File: src/rtl/serv_lsu_pkg.sv
// Shared types and size codes for the serial load/store buffer.
package serv_lsu_pkg;

   typedef enum logic [1:0] {
      IDLE  = 2'd0,
      FILL  = 2'd1,
      REQ   = 2'd2,
      DRAIN = 2'd3
   } lsu_state_e;

   localparam logic [1:0] SIZE_B = 2'b00;
   localparam logic [1:0] SIZE_H = 2'b01;
   localparam logic [1:0] SIZE_W = 2'b10;

   // Number of meaningful data bits for an access size; 11 behaves as a word.
   function automatic logic [5:0] size_bits(input logic [1:0] size);
      case (size)
         SIZE_B:  size_bits = 6'd8;
         SIZE_H:  size_bits = 6'd16;
         default: size_bits = 6'd32;
      endcase
   endfunction

endpackage

File: src/rtl/serv_lsu_align.sv
// Byte-lane steering: bus select, replicated store data and right-aligned load word.
module serv_lsu_align
   import serv_lsu_pkg::*;
(
   input  logic [1:0]  i_size,
   input  logic [1:0]  i_lsb,
   input  logic [31:0] i_wdata,
   input  logic [31:0] i_rdt,
   output logic [3:0]  o_sel,
   output logic [31:0] o_wdat,
   output logic [31:0] o_rdata
);

   // Narrow stores are replicated across the word so any selected lane carries the data.
   always_comb begin
      o_sel  = 4'b1111;
      o_wdat = i_wdata;
      case (i_size)
         SIZE_B: begin
            o_sel  = 4'b0001 << i_lsb;
            o_wdat = {4{i_wdata[7:0]}};
         end
         SIZE_H: begin
            o_sel  = 4'b0011 << {i_lsb[1], 1'b0};
            o_wdat = {2{i_wdata[15:0]}};
         end
         default: ;
      endcase
   end

   assign o_rdata = i_rdt >> {i_lsb, 3'b000};

endmodule

File: src/rtl/serv_lsu_buf.sv
// Bit-serial load/store buffer bridging a serial datapath to a 32-bit Wishbone-like bus.
module serv_lsu_buf
   import serv_lsu_pkg::*;
#(
   parameter bit WITH_MISALIGN = 1'b1
)
(
   input  logic        i_clk,
   input  logic        i_rst_n,
   input  logic        i_mem_op,
   input  logic        i_we,
   input  logic [1:0]  i_size,
   input  logic        i_signed,
   input  logic [31:0] i_adr,
   input  logic [1:0]  i_lsb,
   input  logic        i_en,
   input  logic        i_rs2,
   output logic        o_rd,
   output logic [31:0] o_dbus_adr,
   output logic [31:0] o_dbus_dat,
   output logic [3:0]  o_dbus_sel,
   output logic        o_dbus_we,
   output logic        o_dbus_cyc,
   input  logic        i_dbus_ack,
   input  logic [31:0] i_dbus_rdt,
   output logic        o_busy,
   output logic        o_done,
   output logic        o_misalign
);

   lsu_state_e  state, state_n;
   logic [4:0]  cnt, cnt_n;
   logic [31:0] data, data_n;
   logic [31:0] adr, adr_n;
   logic [1:0]  lsb, lsb_n;
   logic [1:0]  size, size_n;
   logic        sext, sext_n;
   logic        we, we_n;
   logic        done_n, misalign_n;

   logic [1:0]  req_size, req_lsb;
   logic        req_misalign;
   logic [31:0] rdata_aligned;
   logic [5:0]  width;
   logic        sign_bit;

   serv_lsu_align u_align (
      .i_size  (size),
      .i_lsb   (lsb),
      .i_wdata (data),
      .i_rdt   (i_dbus_rdt),
      .o_sel   (o_dbus_sel),
      .o_wdat  (o_dbus_dat),
      .o_rdata (rdata_aligned)
   );

   // With misalign detection off, the offset is rounded down to the access size.
   always_comb begin
      req_size     = (i_size == 2'b11) ? SIZE_W : i_size;
      req_misalign = WITH_MISALIGN &&
                     (((req_size == SIZE_H) && i_lsb[0]) ||
                      ((req_size == SIZE_W) && (i_lsb != 2'b00)));
      req_lsb      = i_lsb;
      if (!WITH_MISALIGN) begin
         case (req_size)
            SIZE_H:  req_lsb = {i_lsb[1], 1'b0};
            SIZE_W:  req_lsb = 2'b00;
            default: req_lsb = i_lsb;
         endcase
      end
   end

   always_ff @(posedge i_clk or negedge i_rst_n) begin
      if (!i_rst_n) begin
         state      <= IDLE;
         cnt        <= '0;
         data       <= '0;
         adr        <= '0;
         lsb        <= '0;
         size       <= SIZE_B;
         sext       <= 1'b0;
         we         <= 1'b0;
         o_done     <= 1'b0;
         o_misalign <= 1'b0;
      end else begin
         state      <= state_n;
         cnt        <= cnt_n;
         data       <= data_n;
         adr        <= adr_n;
         lsb        <= lsb_n;
         size       <= size_n;
         sext       <= sext_n;
         we         <= we_n;
         o_done     <= done_n;
         o_misalign <= misalign_n;
      end
   end

   // Counter and data only move on i_en so the serial side may stall freely.
   always_comb begin
      state_n    = state;
      cnt_n      = cnt;
      data_n     = data;
      adr_n      = adr;
      lsb_n      = lsb;
      size_n     = size;
      sext_n     = sext;
      we_n       = we;
      done_n     = 1'b0;
      misalign_n = 1'b0;
      case (state)
         IDLE: begin
            if (i_mem_op) begin
               adr_n  = i_adr;
               lsb_n  = req_lsb;
               size_n = req_size;
               sext_n = i_signed;
               we_n   = i_we;
               if (req_misalign) begin
                  misalign_n = 1'b1;
               end else begin
                  state_n = i_we ? FILL : REQ;
               end
            end
         end
         FILL: begin
            if (i_en) begin
               data_n = {i_rs2, data[31:1]};
               cnt_n  = cnt + 5'd1;
               if (cnt == 5'd31) state_n = REQ;
            end
         end
         REQ: begin
            if (i_dbus_ack) begin
               if (we) begin
                  state_n = IDLE;
                  done_n  = 1'b1;
               end else begin
                  data_n  = rdata_aligned;
                  cnt_n   = '0;
                  state_n = DRAIN;
               end
            end
         end
         DRAIN: begin
            if (i_en) begin
               cnt_n = cnt + 5'd1;
               if (cnt == 5'd31) begin
                  state_n = IDLE;
                  done_n  = 1'b1;
               end
            end
         end
         default: state_n = IDLE;
      endcase
   end

   // Bits past the access width carry the sign (signed loads) or zero.
   always_comb begin
      width    = size_bits(size);
      sign_bit = (size == SIZE_B) ? data[7] : data[15];
      o_rd     = 1'b0;
      if ((state == DRAIN) && i_en) begin
         o_rd = ({1'b0, cnt} < width) ? data[cnt] : (sext & sign_bit);
      end
   end

   assign o_dbus_cyc = (state == REQ);
   assign o_dbus_adr = adr;
   assign o_dbus_we  = we;
   assign o_busy     = (state != IDLE);

endmodule
File: config.mk
export PLATFORM = sky130hd
export DESIGN_NAME = serv_lsu_buf
export DESIGN_NICKNAME = d
export VERILOG_FILES = /design/src/rtl/serv_lsu_pkg.sv /design/src/rtl/serv_lsu_align.sv /design/src/rtl/serv_lsu_buf.sv
export SDC_FILE = /design/constraint.sdc
export NUM_CORES = 1
export LEC_CHECK = 0
export CORE_UTILIZATION = 43
export DETAILED_ROUTE_END_ITERATION = 16
export PLACE_DENSITY = 0.76
export SYNTH_ARGS = -nofsm -noshare
export SYNTH_HDL_FRONTEND = slang
export SYNTH_SLANG_ARGS = --single-unit
File: constraint.sdc
create_clock -name i_clk -period 7.55 [get_ports i_clk]
set_input_delay 1.8875 -clock i_clk [delete_from_list [all_inputs] [get_ports i_clk]]
set_output_delay 1.8875 -clock i_clk [all_outputs]
set_load 0.05 [all_outputs]
==> results of run 1 <==
-- power by group through the flow --
stage / sequential, mW / combinational (mW) / clock (mW)
after floorplan: 1.06 / 1.15 / 0
after global placement: 0.873 / 1.94 / 0
after detailed placement: 0.887 / 1.96 / 0
after CTS: 0.878 / 1.97 / 0.396
after global routing: 0.915 / 2.05 / 0.413
final: 0.888 / 1.96 / 0.387
-- path summary, 6_finish.rpt --
kind | startpoint | endpoint | slack (ps)
max in group asynchronous | i_rst_n | o_dbus_adr[5]$_DFFE_PN0P_ | 5200
worst min register to register | o_dbus_adr[21]$_DFFE_PN0P_ | o_dbus_adr[21]$_DFFE_PN0P_ | 490
min in group asynchronous | i_rst_n | data[12]$_DFFE_PN0P_ | 1690
worst max register to register | state[0]$_DFFE_PN0P_ | o_dbus_adr[12]$_DFFE_PN0P_ | 5270
worst max-delay path | i_en | o_rd | 1770
worst min-delay path | o_dbus_adr[21]$_DFFE_PN0P_ | o_dbus_adr[21]$_DFFE_PN0P_ | 490
-- worst reg2reg max path: stages (launching register included) --
cell and delay (ps):
dfrtp_1 570, or2_1 350, nor2_4 820, mux2_1 410
-- layout make-up --
class | instances | area, sq um
clock buffers | 11 | 141
clock inverters | 5 | 104
fillers | 809 | 3710
inverters | 5 | 18.8
multi-input cells | 291 | 2320
flip-flops and latches | 79 | 1980
well taps | 133 | 166
repair buffers | 152 | 1510
-- cell families after synthesis --
family | after synthesis | share of synthesized area [%]
buf+inv | 44 | 4.92
simple gates | 87 | 8.64
mux | 104 | 27.7
xor+xnor | 3 | 0.583
compound gates | 94 | 13.5
flops | 79 | 43.9
fa+ha+maj | 3 | 0.833
-- synthesized netlist by cell type (4+ instances only) --
master | n | share of area [%]
a21oi_1 | 34 | 3.8
a222oi_1 | 8 | 1.8
a22oi_1 | 16 | 2.7
buf_2 | 15 | 1.7
buf_4 | 8 | 1.3
clkbuf_1 | 13 | 1.1
dfrtp_1 | 79 | 44
inv_1 | 4 | 0.33
mux2_1 | 42 | 10
mux2_2 | 27 | 6.7
mux2i_1 | 27 | 6.0
mux4_1 | 5 | 2.9
nand2_1 | 29 | 2.4
nand3_1 | 5 | 0.56
nor2_1 | 34 | 2.8
o21ai_0 | 20 | 2.2
o21bai_1 | 4 | 0.67
-- flip-flops by register name (all words and copies together) (netlist names) --
register / count
lsb: 2
size: 2
cnt: 5
o_dbus_we: 1
data: 32
o_misalign: 1
state: 2
o_dbus_adr: 32
o_done: 1
sext: 1
-- layer usage --
metal / vias up / wire (um)
met3: 27 / 826
met2: 169 / 6620
met5: - / 0
li1: 1750 / -
met4: 0 / 301
met1: 1913 / 5220
-- per-stage QoR --
step | setup slack [ps] | instances
6_report | 1770 | 676
5_1_grt | 1620 | 676
4_1_cts | 1780 | 676
3_5_place_dp | 1780 | 660
3_3_place_gp | 1780 | 660
2_1_floorplan | 2740 | 414
==> metrics.yaml, run 1 <==
busiest_layer: "met2"
clk_latency_ps: 350
cp.depth: 5
rows: 36
synth_fp_nets: 493
cp_num_buf_inv: 2
area_growth_pct: 38.5
drive_gt1_share_pct: 10.5
firstDrtPassIters: 7
crit_path_frequent_cell: "clkdlybuf4s50_1"
ys_seq_area_share_pct: 43.9
crit_type: "input pin to output pin"
core_area_sq_um: 9950
period_share_pct: 76.5
status: "finished, final reports clean"
gp_congestion: 0.935
grt_max_degree: 80
die_w_um: 104
h-tree-depth: 3
tightest_slew_ps: 1070
holdPathStages: 1
relSlewSlack_pct: 28.2
synth.avg_cell_area_sq_um: 10.9
internal_power_mw: 1.61
use_met1_pct: 31.1
power_frac_clock_pct: 11.9
fmax_mhz: 173
fin_total_pwr_mw: 3.24
cts_root_buffer: "clkbuf_8"
hold-worst-slack_ps: 490
post_cts_resized: 0
seqPwrFrac_pct: 27.4
grt_pass1_wl_um: 20700
hold_viol: 0
grt.met3_usage_pct: 4.26
p_sw_mw: 1.63
hpwl_um: 9510
worstPathMaxFanout: 8
cts_setup_buffers: 0
io_pins: 150
tns_ps: 0
netlist_instances: 414
drt_wl_total_um: 13000
numCtsBuffers: 9
syn_area_sq_um: 4500
swShare_pct: 50.4
required_ps: 5660
grtUsageMet2_pct: 41.7
wl_per_cell_um: 19.2
p_per_area_nw_per_um2: 519
path_cells: "clkdlybuf4s50_1 > nand3_1 > a311oi_1 > and3_1 > clkdlybuf4s50_1"
timing.final.crit_period_ps: 5780
stdcell_area_sq_um: 6240
vias_per_cell: 5.71
start_util_pct: 45.2
cts_buffer_depth: 2
die_h_um: 104
p_leak_nw: 2.46
grt_usage_pct: 24.4
cp.arrival_ps: 3890
nets: 617
maxCapViolCount: 0
grt_setup_unrepaired: "no"
synth_seq_cells: 79
numPortBuffers: 149
drt_iter0_drc: 345
synth_edf_count: 0
synth_flop_cell: "dfrtp_1"
antenna_left: 0
dieArea_sq_um: 10900
antenna_found_initial: 0
max_stage_delay_ps: 810
finalSetupViolCount: 0
cts_tree: "yes"
layout_commonest_cell: "clkdlybuf4s50_1"
synth_cell_types: 42
critPathLaunchType: "input pin"
holdCritPathClass: "flop to flop"
final_cell_mix: "clkdlybuf4s50_1, dfrtp_1, mux2_1"
cts_sinks: 79
dpl-instance-area_sq_um: 5990
path_clk_slew_ps: 80
vias: 3859
end_kind: "output pin"
cts_hold_buf: 0
combinationalPowerShare_pct: 60.6
diodes: 0
ir_drop_uv: 266
yosys_warnings: 0
crit_family: "buffers and inverters"
slew_violations: 0
grt_pass1_vias: 3871
async_reset_ff_share_pct: 100
crit_slowest_cell: "clkdlybuf4s50_1"
overflow: 0
final_util_pct: 62.7
skew_ps: 8.94
drcViolationCount: 0
reg2reg_depth: 3
No activity file was read; power rests on OpenSTA's default activity.
==> inputs of run 2 (changes only) <==
==> constraint.sdc (replaced) <==
create_clock -name i_clk -period 5.7 [get_ports i_clk]
set_input_delay 1.425 -clock i_clk [delete_from_list [all_inputs] [get_ports i_clk]]
set_output_delay 1.425 -clock i_clk [all_outputs]
set_load 0.05 [all_outputs]
==> run 2 against run 1 <==
Against the previous run:
- via count decreased by 1.9%
- first-iteration DRC count decreased by 15%
- cell count decreased by 0.15%
- wire length about the same
- critical path depth unchanged
- critical endpoint unchanged
- largest cell class unchanged
- largest power group unchanged
==> metrics.yaml, run 2 (same netlist as run 1, synthesis figures left out) <==
status: "finished, final reports clean"
h-tree-depth: 3
holdCritPathClass: "flop to flop"
required_ps: 4280
diodes: 0
seqPwrFrac_pct: 27.6
reg2reg_depth: 3
drt_iter0_drc: 294
vias: 3787
path_clk_slew_ps: 80
max_stage_delay_ps: 800
nets: 617
cts_buffer_depth: 2
post_cts_resized: 0
layout_commonest_cell: "clkdlybuf4s50_1"
grt_max_degree: 80
internal_power_mw: 2.08
rows: 36
gp_congestion: 0.945
area_growth_pct: 37.9
fmax_mhz: 206
tightest_slew_ps: 1090
grt_usage_pct: 24.7
fin_total_pwr_mw: 4.24
hold_viol: 0
antenna_left: 0
stdcell_area_sq_um: 6210
dieArea_sq_um: 10900
cp.depth: 5
ir_drop_uv: 321
firstDrtPassIters: 6
tns_ps: 0
power_frac_clock_pct: 11.1
dpl-instance-area_sq_um: 5990
io_pins: 150
die_h_um: 104
drcViolationCount: 0
numPortBuffers: 149
grt_setup_unrepaired: "no"
skew_ps: 13.7
relSlewSlack_pct: 27.1
crit_family: "buffers and inverters"
period_share_pct: 85.3
grt_pass1_vias: 3789
p_per_area_nw_per_um2: 682
maxCapViolCount: 0
critPathLaunchType: "input pin"
drt_wl_total_um: 13000
final_cell_mix: "clkdlybuf4s50_1, dfrtp_1, mux2_1"
wl_per_cell_um: 19.2
holdPathStages: 1
p_sw_mw: 2.16
slew_violations: 0
dp.cells: 660
combinationalPowerShare_pct: 61.3
numCtsBuffers: 9
swShare_pct: 50.9
crit_slowest_cell: "clkdlybuf4s50_1"
cts_sinks: 79
antenna_found_initial: 0
crit_type: "input pin to output pin"
grt_pass1_wl_um: 20800
timing.final.crit_period_ps: 4860
start_util_pct: 45.2
die_w_um: 104
cts_setup_buffers: 0
rrSetupSlack_ps: 3410
p_leak_nw: 2.44
cts_hold_buf: 0
fin_cells: 675
core_area_sq_um: 9950
cts_tree: "yes"
finalSetupViolCount: 0
pre_cts_ws_ps: 851
cp.arrival_ps: 3440
end_kind: "output pin"
path_cells: "clkdlybuf4s50_1 > nand3_1 > a311oi_1 > and3_1 > clkdlybuf4s50_1"
crit_path_frequent_cell: "clkdlybuf4s50_1"
vias_per_cell: 5.61
hpwl_um: 9460
drive_gt1_share_pct: 10.5
worstPathMaxFanout: 8
cts_root_buffer: "clkbuf_8"
cp_num_buf_inv: 2
setup_ws_ps: 838
overflow: 0
clk_latency_ps: 350
[run 2: cell count changes in the layout (fill, tap and decap cells not counted), sizes merged]
cell / previous run / this run
bufinv: 3 / 2
clkinvlp: 0 / 1
clkbuf: 11 / 10
[run 2: per-layer routing]
metal | global-route usage, % | up-vias | share of wire (%)
li1 | - | 1754 | -
met1 | 31.9 | 1879 | 41
met2 | 41.5 | 130 | 52
met3 | 4.51 | 24 | 5.1
met4 | 8.47 | 0 | 2.2
met5 | 0 | - | 0
[run 2: worst paths after layout]
kind	from	to
max	i_en	o_rd
min	o_dbus_adr[19]$_DFFE_PN0P_	o_dbus_adr[19]$_DFFE_PN0P_
max reg2reg	state[0]$_DFFE_PN0P_	o_dbus_adr[12]$_DFFE_PN0P_
min reg2reg	o_dbus_adr[19]$_DFFE_PN0P_	o_dbus_adr[19]$_DFFE_PN0P_
max in group asynchronous	i_rst_n	size[0]$_DFFE_PN0P_
min in group asynchronous	i_rst_n	data[12]$_DFFE_PN0P_
[run 2: layout make-up]
| cell class | instances | area [sq um] |
|---|---|---|
| inverters | 5 | 18.8 |
| fillers | 811 | 3740 |
| repair buffers | 152 | 1510 |
| clock inverters | 5 | 81.3 |
| flip-flops and latches | 79 | 1980 |
| clock buffers | 10 | 138 |
| well taps | 133 | 166 |
| multi-input cells | 291 | 2320 |
[run 2: metrics by stage]
stage	utilization (%)	hold slack (ps)
global placement	60.2	466
finish	62.4	488
global route	62.4	512
CTS	62.4	494
detailed placement	60.2	474
floorplan	-	458
[run 2: power by group through the flow]
stage / Clock, mW / Combinational (mW) / Sequential (mW)
final: 0.469 / 2.60 / 1.17
after global routing: 0.508 / 2.72 / 1.21
after floorplan: 0 / 1.52 / 1.40
after CTS: 0.481 / 2.61 / 1.16
after global placement: 0 / 2.57 / 1.16
after detailed placement: 0 / 2.60 / 1.17
